$ cat config.mk
export PLATFORM = sky130hd
export DESIGN_NAME = acq_sequencer
export DESIGN_NICKNAME = d
export VERILOG_FILES = /design/src/rtl/acq_sequencer.sv
export SDC_FILE = /design/constraint.sdc
export NUM_CORES = 1
export LEC_CHECK = 0
export ABC_AREA = 0
export CORE_MARGIN = 2
export CORE_UTILIZATION = 50
export DETAILED_ROUTE_END_ITERATION = 6
export GPL_ROUTABILITY_DRIVEN = 0
export HOLD_SLACK_MARGIN = 0.15
export PLACE_DENSITY = 0.78
export SETUP_SLACK_MARGIN = 0.15
export SYNTH_ARGS = -nofsm -noshare
export SYNTH_HDL_FRONTEND = slang
export SYNTH_SLANG_ARGS = --single-unit
export TNS_END_PERCENT = 100
$ cat constraint.sdc
create_clock -name clk -period 9.2 [get_ports clk]
set_input_delay 1.38 -clock clk [delete_from_list [all_inputs] [get_ports clk]]
set_output_delay 1.38 -clock clk [all_outputs]
set_load 0.02 [all_outputs]
$ cat src/rtl/acq_sequencer.sv
`default_nettype none
// ============================================================================
// Module      : acq_sequencer
// Description : Sequences one multi-period BRAM acquisition/averaging run.
//               After a start request it waits for a period boundary
//               (end_cycle). It then drives a write window of count_max+1
//               consecutive addresses, once per period, for n_avg periods.
//               The first period is flagged so the datapath overwrites
//               instead of accumulating.
// Ports       : clk, resetn      - clock, asynchronous active-low reset
//               start, stop      - single-cycle run request / abort
//               end_cycle        - period boundary strobe
//               count_max, n_avg - run configuration, latched on start
//               wen, addr, first - BRAM write strobe, address, overwrite flag
//               avg_count        - index of the current/last period
//               busy, done       - run in progress / run completed
//               overrun          - sticky: period boundary seen mid-window
// Revision    : 1.0 - initial release
// ============================================================================
module acq_sequencer #(
  parameter int BRAM_WIDTH = 13,
  parameter int NAVG_WIDTH = 16
) (
  input  logic                  clk,
  input  logic                  resetn,
  input  logic                  start,
  input  logic                  stop,
  input  logic                  end_cycle,
  input  logic [BRAM_WIDTH-1:0] count_max,
  input  logic [NAVG_WIDTH-1:0] n_avg,
  output logic                  wen,
  output logic [BRAM_WIDTH-1:0] addr,
  output logic                  first,
  output logic [NAVG_WIDTH-1:0] avg_count,
  output logic                  busy,
  output logic                  done,
  output logic                  overrun
);

  localparam logic [NAVG_WIDTH-1:0] c_NAVG_ONE = NAVG_WIDTH'(1);
  localparam logic [BRAM_WIDTH-1:0] c_ADDR_ONE = BRAM_WIDTH'(1);

  typedef enum logic [2:0] {
    S_IDLE  = 3'd0,
    S_ARMED = 3'd1,
    S_ACQ   = 3'd2,
    S_GAP   = 3'd3,
    S_DONE  = 3'd4
  } state_t;

  state_t                  r_state;
  logic [BRAM_WIDTH-1:0]   r_cm_l;
  logic [NAVG_WIDTH-1:0]   r_n_l;
  logic                    r_wen;
  logic [BRAM_WIDTH-1:0]   r_addr;
  logic                    r_first;
  logic [NAVG_WIDTH-1:0]   r_avg_count;
  logic                    r_busy;
  logic                    r_done;
  logic                    r_overrun;

  logic                    w_at_end;
  logic                    w_last_period;

  // Last address of the window, and whether this window is the final period.
  assign w_at_end      = (r_addr == r_cm_l);
  assign w_last_period = (r_avg_count == (r_n_l - c_NAVG_ONE));

  always_ff @(posedge clk or negedge resetn) begin
    if (!resetn) begin
      r_state     <= S_IDLE;
      r_cm_l      <= '0;
      r_n_l       <= c_NAVG_ONE;
      r_wen       <= 1'b0;
      r_addr      <= '0;
      r_first     <= 1'b0;
      r_avg_count <= '0;
      r_busy      <= 1'b0;
      r_done      <= 1'b0;
      r_overrun   <= 1'b0;
    end else if (stop) begin
      // Abort from any state; addr/avg_count keep their last values and
      // overrun stays sticky so the host can still read it.
      r_state <= S_IDLE;
      r_wen   <= 1'b0;
      r_first <= 1'b0;
      r_busy  <= 1'b0;
      r_done  <= 1'b0;
    end else begin
      case (r_state)
        S_IDLE, S_DONE: begin
          if (start) begin
            r_cm_l      <= count_max;
            r_n_l       <= (n_avg == '0) ? c_NAVG_ONE : n_avg;
            r_avg_count <= '0;
            r_done      <= 1'b0;
            r_overrun   <= 1'b0;
            r_busy      <= 1'b1;
            r_state     <= S_ARMED;
          end
        end

        S_ARMED: begin
          if (end_cycle) begin
            r_state <= S_ACQ;
            r_wen   <= 1'b1;
            r_addr  <= '0;
            r_first <= (r_avg_count == '0);
          end
        end

        S_ACQ: begin
          // A boundary before the window is complete means the timing
          // source period is shorter than the window.
          if (end_cycle && !w_at_end) begin
            r_overrun <= 1'b1;
          end
          if (w_at_end) begin
            if (w_last_period) begin
              r_state <= S_DONE;
              r_wen   <= 1'b0;
              r_first <= 1'b0;
              r_done  <= 1'b1;
              r_busy  <= 1'b0;
            end else begin
              r_avg_count <= r_avg_count + c_NAVG_ONE;
              r_first     <= 1'b0;
              if (end_cycle) begin
                // Boundary coincides with the last address: restart the
                // window immediately with no idle cycle.
                r_addr <= '0;
              end else begin
                r_state <= S_GAP;
                r_wen   <= 1'b0;
              end
            end
          end else begin
            r_addr <= r_addr + c_ADDR_ONE;
          end
        end

        S_GAP: begin
          if (end_cycle) begin
            r_state <= S_ACQ;
            r_wen   <= 1'b1;
            r_addr  <= '0;
            r_first <= (r_avg_count == '0);
          end
        end

        default: begin
          r_state <= S_IDLE;
          r_wen   <= 1'b0;
          r_first <= 1'b0;
          r_busy  <= 1'b0;
        end
      endcase
    end
  end

  assign wen       = r_wen;
  assign addr      = r_addr;
  assign first     = r_first;
  assign avg_count = r_avg_count;
  assign busy      = r_busy;
  assign done      = r_done;
  assign overrun   = r_overrun;

endmodule
`default_nettype wire

==> impl_metrics.env <==
export IMPL_io_pins=68
export IMPL_grt_use_met3_pct=4.68
export IMPL_power_density_nw_per_um2=263
export IMPL_fin_crit_sh_pct=40.3
export IMPL_clockBufferDepth=2
export IMPL_critPathTopFamily="simple AND/OR/NAND/NOR gates"
export IMPL_met2_usage_pct=38.0
export IMPL_layout_nets=553
export IMPL_worstMarginPinSlew_ns=0.838
export IMPL_place_area_um2=4580
export IMPL_grt_max_degree=67
export IMPL_status="finished clean"
export IMPL_cp_data_required_time_ns=9.44
export IMPL_worstSetupStartpointType="flop"
export IMPL_p_leak_nw=2.11
export IMPL_fillCellCount=623
export IMPL_dp_hpwl_um=6960
export IMPL_cts_buffers=9
export IMPL_die_y_um=91.7
export IMPL_synth_top_area_cell="dfrtp_1"
export IMPL_syn_avg_cell_area_um2=8.50
export IMPL_die_x_um=91.7
export IMPL_grt_pass1_vias=3425
export IMPL_hold_viol=0
export IMPL_finalMaxSlewViolations=0
export IMPL_cts_root_buf="clkbuf_8"
export IMPL_synth_area_top_cells="dfrtp_1, nand2_1, xor2_1"
export IMPL_gr_max_usage_layer="met2"
export IMPL_end_kind="flop"
export IMPL_synth_edff_count=0
export IMPL_synth_nets=491
export IMPL_yosysUniqueCellTypes=57
export IMPL_yosysSeqAreaShare_pct=42.9
export IMPL_diodes=0
export IMPL_htreeDepth=3
export IMPL_cts_tree="yes"
export IMPL_slowest_stage="or4_1"
export IMPL_path_buf_inv=0
export IMPL_mostFrequentLayoutCells="nand2_1, clkdlybuf4s50_1, dfrtp_1"
export IMPL_post_cts_buffers=0
export IMPL_utilization_pct=65.2
export IMPL_post_route_drc_count=0
export IMPL_vdd_drop_max_mv=0.132
export IMPL_crit_chain="or4_4 > or2_0 > or4b_1 > a221o_1 > or4_1 > o2111ai_4 > nor4_1 > o21a_1"
export IMPL_worst_skew_pair_late_latency_ns=0.35
export IMPL_clk_pin_slew_ns=0.07
export IMPL_gr_usage_met1_pct=35.2
export IMPL_rsz0062_at_grt="false"
export IMPL_synthArstFlopShare_pct=100
export IMPL_grt_pass1_wl_um=16700
export IMPL_finalSetupViolations=0
export IMPL_gr_total_overflow=0
export IMPL_num_vias=3565
export IMPL_row_count=31
export IMPL_path_class="reg2reg"
export IMPL_ant_nets=0
export IMPL_die_area_um2=8420
export IMPL_core_area_um2=7370
export IMPL_ys_flop_type="dfrtp_1"
export IMPL_fin_cells=619
export IMPL_netlist_area_um2=3850
export IMPL_final_common_cell="nand2_1"
export IMPL_start_util_pct=52.2
export IMPL_cpPeakStageDelay_ns=0.75
export IMPL_hold_class="reg2reg"
export IMPL_syn_inst=453
export IMPL_skew_ns=0.00749
export IMPL_cts_resized=0
export IMPL_worst_endpoint_arrival_ns=3.95
export IMPL_via_per_inst=5.76
export IMPL_tns_ns=0
export IMPL_wl_per_cell_um=15.4
export IMPL_ys_ff_latch=66
export IMPL_stdcell_area_um2=4800
export IMPL_totalWireLength_um=9530
export IMPL_cts_sinks=66
export IMPL_drt_pre_antenna_iters=4
export IMPL_drt_iter0_drc=235
export IMPL_yosysWarnings=0
export IMPL_period_needed_ns=3.71
export IMPL_area_delta_synth_final_pct=24.8
export IMPL_port_buffers=67
export IMPL_drive_gt1_share_pct=5.77
export IMPL_fmax_mhz=269
export IMPL_grt_usage_pct=24.5
export IMPL_slew_headroom_pct=44.1
export IMPL_maxCapViolations=0
export IMPL_antenna_found_initial=0
export IMPL_placed_cells=603
export IMPL_yosysTopAreaCellShare_pct=42.3
export IMPL_crit_path_max_fanout=16
export IMPL_cts_hold_buffers=0
worst register-to-register path: stages (launching register included):
cell       delay, ns
dfrtp_1         0.43
or4_4           0.58
or2_0           0.24
or4b_1          0.51
a221o_1         0.34
or4_1           0.75
o2111ai_4       0.48
nor4_1          0.11
o21a_1          0.18
area by class of cell:
class | count | area (µm²) | share of cell area, %
Sequential cell | 66 | 1650 | 34.4
Clock buffer | 10 | 138 | 2.86
Timing Repair Buffer | 70 | 688 | 14.3
Inverter | 12 | 45.0 | 0.937
Multi-Input combinational cell | 356 | 2070 | 43.0
Tap cell | 99 | 124 | 2.58
Clock inverter | 6 | 90.1 | 1.87
worst paths after layout:
kind | cells past startpoint | startpoint | end | slack, ns
worst max-delay path | 8 | r_n_l[8] | avg_count[8] | 5.49
worst min-delay path | 1 | busy | busy | 0.48
worst max register to register | 8 | r_n_l[8] | avg_count[8] | 5.49
worst min register to register | 1 | busy | busy | 0.48
max in group asynchronous | 2 | resetn | overrun | 7.44
min in group asynchronous | 2 | resetn | r_n_l[6] | 1.19
cell usage after synthesis (5+ instances only):
master    number
a21oi_1       21
nand2b_1      10
nor4_1        11
or3_1         12
and2_1         5
o31ai_1        5
dfrtp_1       65
or4_1         11
xor2_1        18
o21ai_1       10
nand3_1       12
and3_1        13
nand4_1        9
inv_1         12
a31oi_1        5
nand2_1      104
nor3_1        11
clkbuf_1      15
o21ai_0       13
nor2_1        20
nor2b_1        5
xnor2_1       16
routing by layer:
metal  vias up  routed length [µm]
met5         -                   0
met4         0                 124
met3        13                 537
met2       125                4380
met1      1701                4490
li1       1726                   -
through the flow:
stage / worst slack (ns) / hold WS (ns) / power, mW
floorplan: 5.84 / 0.465 / 0.828
finish: 5.49 / 0.482 / 1.27
global placement: 5.58 / 0.463 / 0.973
CTS: 5.51 / 0.491 / 1.27
global route: 5.35 / 0.512 / 1.36
detailed placement: 5.45 / 0.469 / 0.992
power by group:
group	internal (mW)	switching [mW]	total (mW)
Sequential	0.384	0.113	0.497
Combinational	0.224	0.268	0.492
Clock	0.160	0.117	0.277
sequential cells by signal, summed over array words and instances (netlist names):
signal,count
done,1
busy,1
addr,13
wen,1
r_state,3
overrun,1
avg_count,16
r_cm_l,13
r_n_l,16
first,1
kinds of logic (layout without fill, tap and decap cells):
kind of cell | Yosys count | count (layout) | synth area share, %
compound gates | 79 | 79 | 13.5
buf+inv | 31 | 98 | 3.35
mux | 3 | 3 | 0.780
flops | 66 | 66 | 42.9
xor+xnor | 34 | 34 | 7.74
fa+ha+maj | 4 | 4 | 1.30
simple gates | 236 | 236 | 30.4
Note: power is estimated with default switching activity, not from simulation.
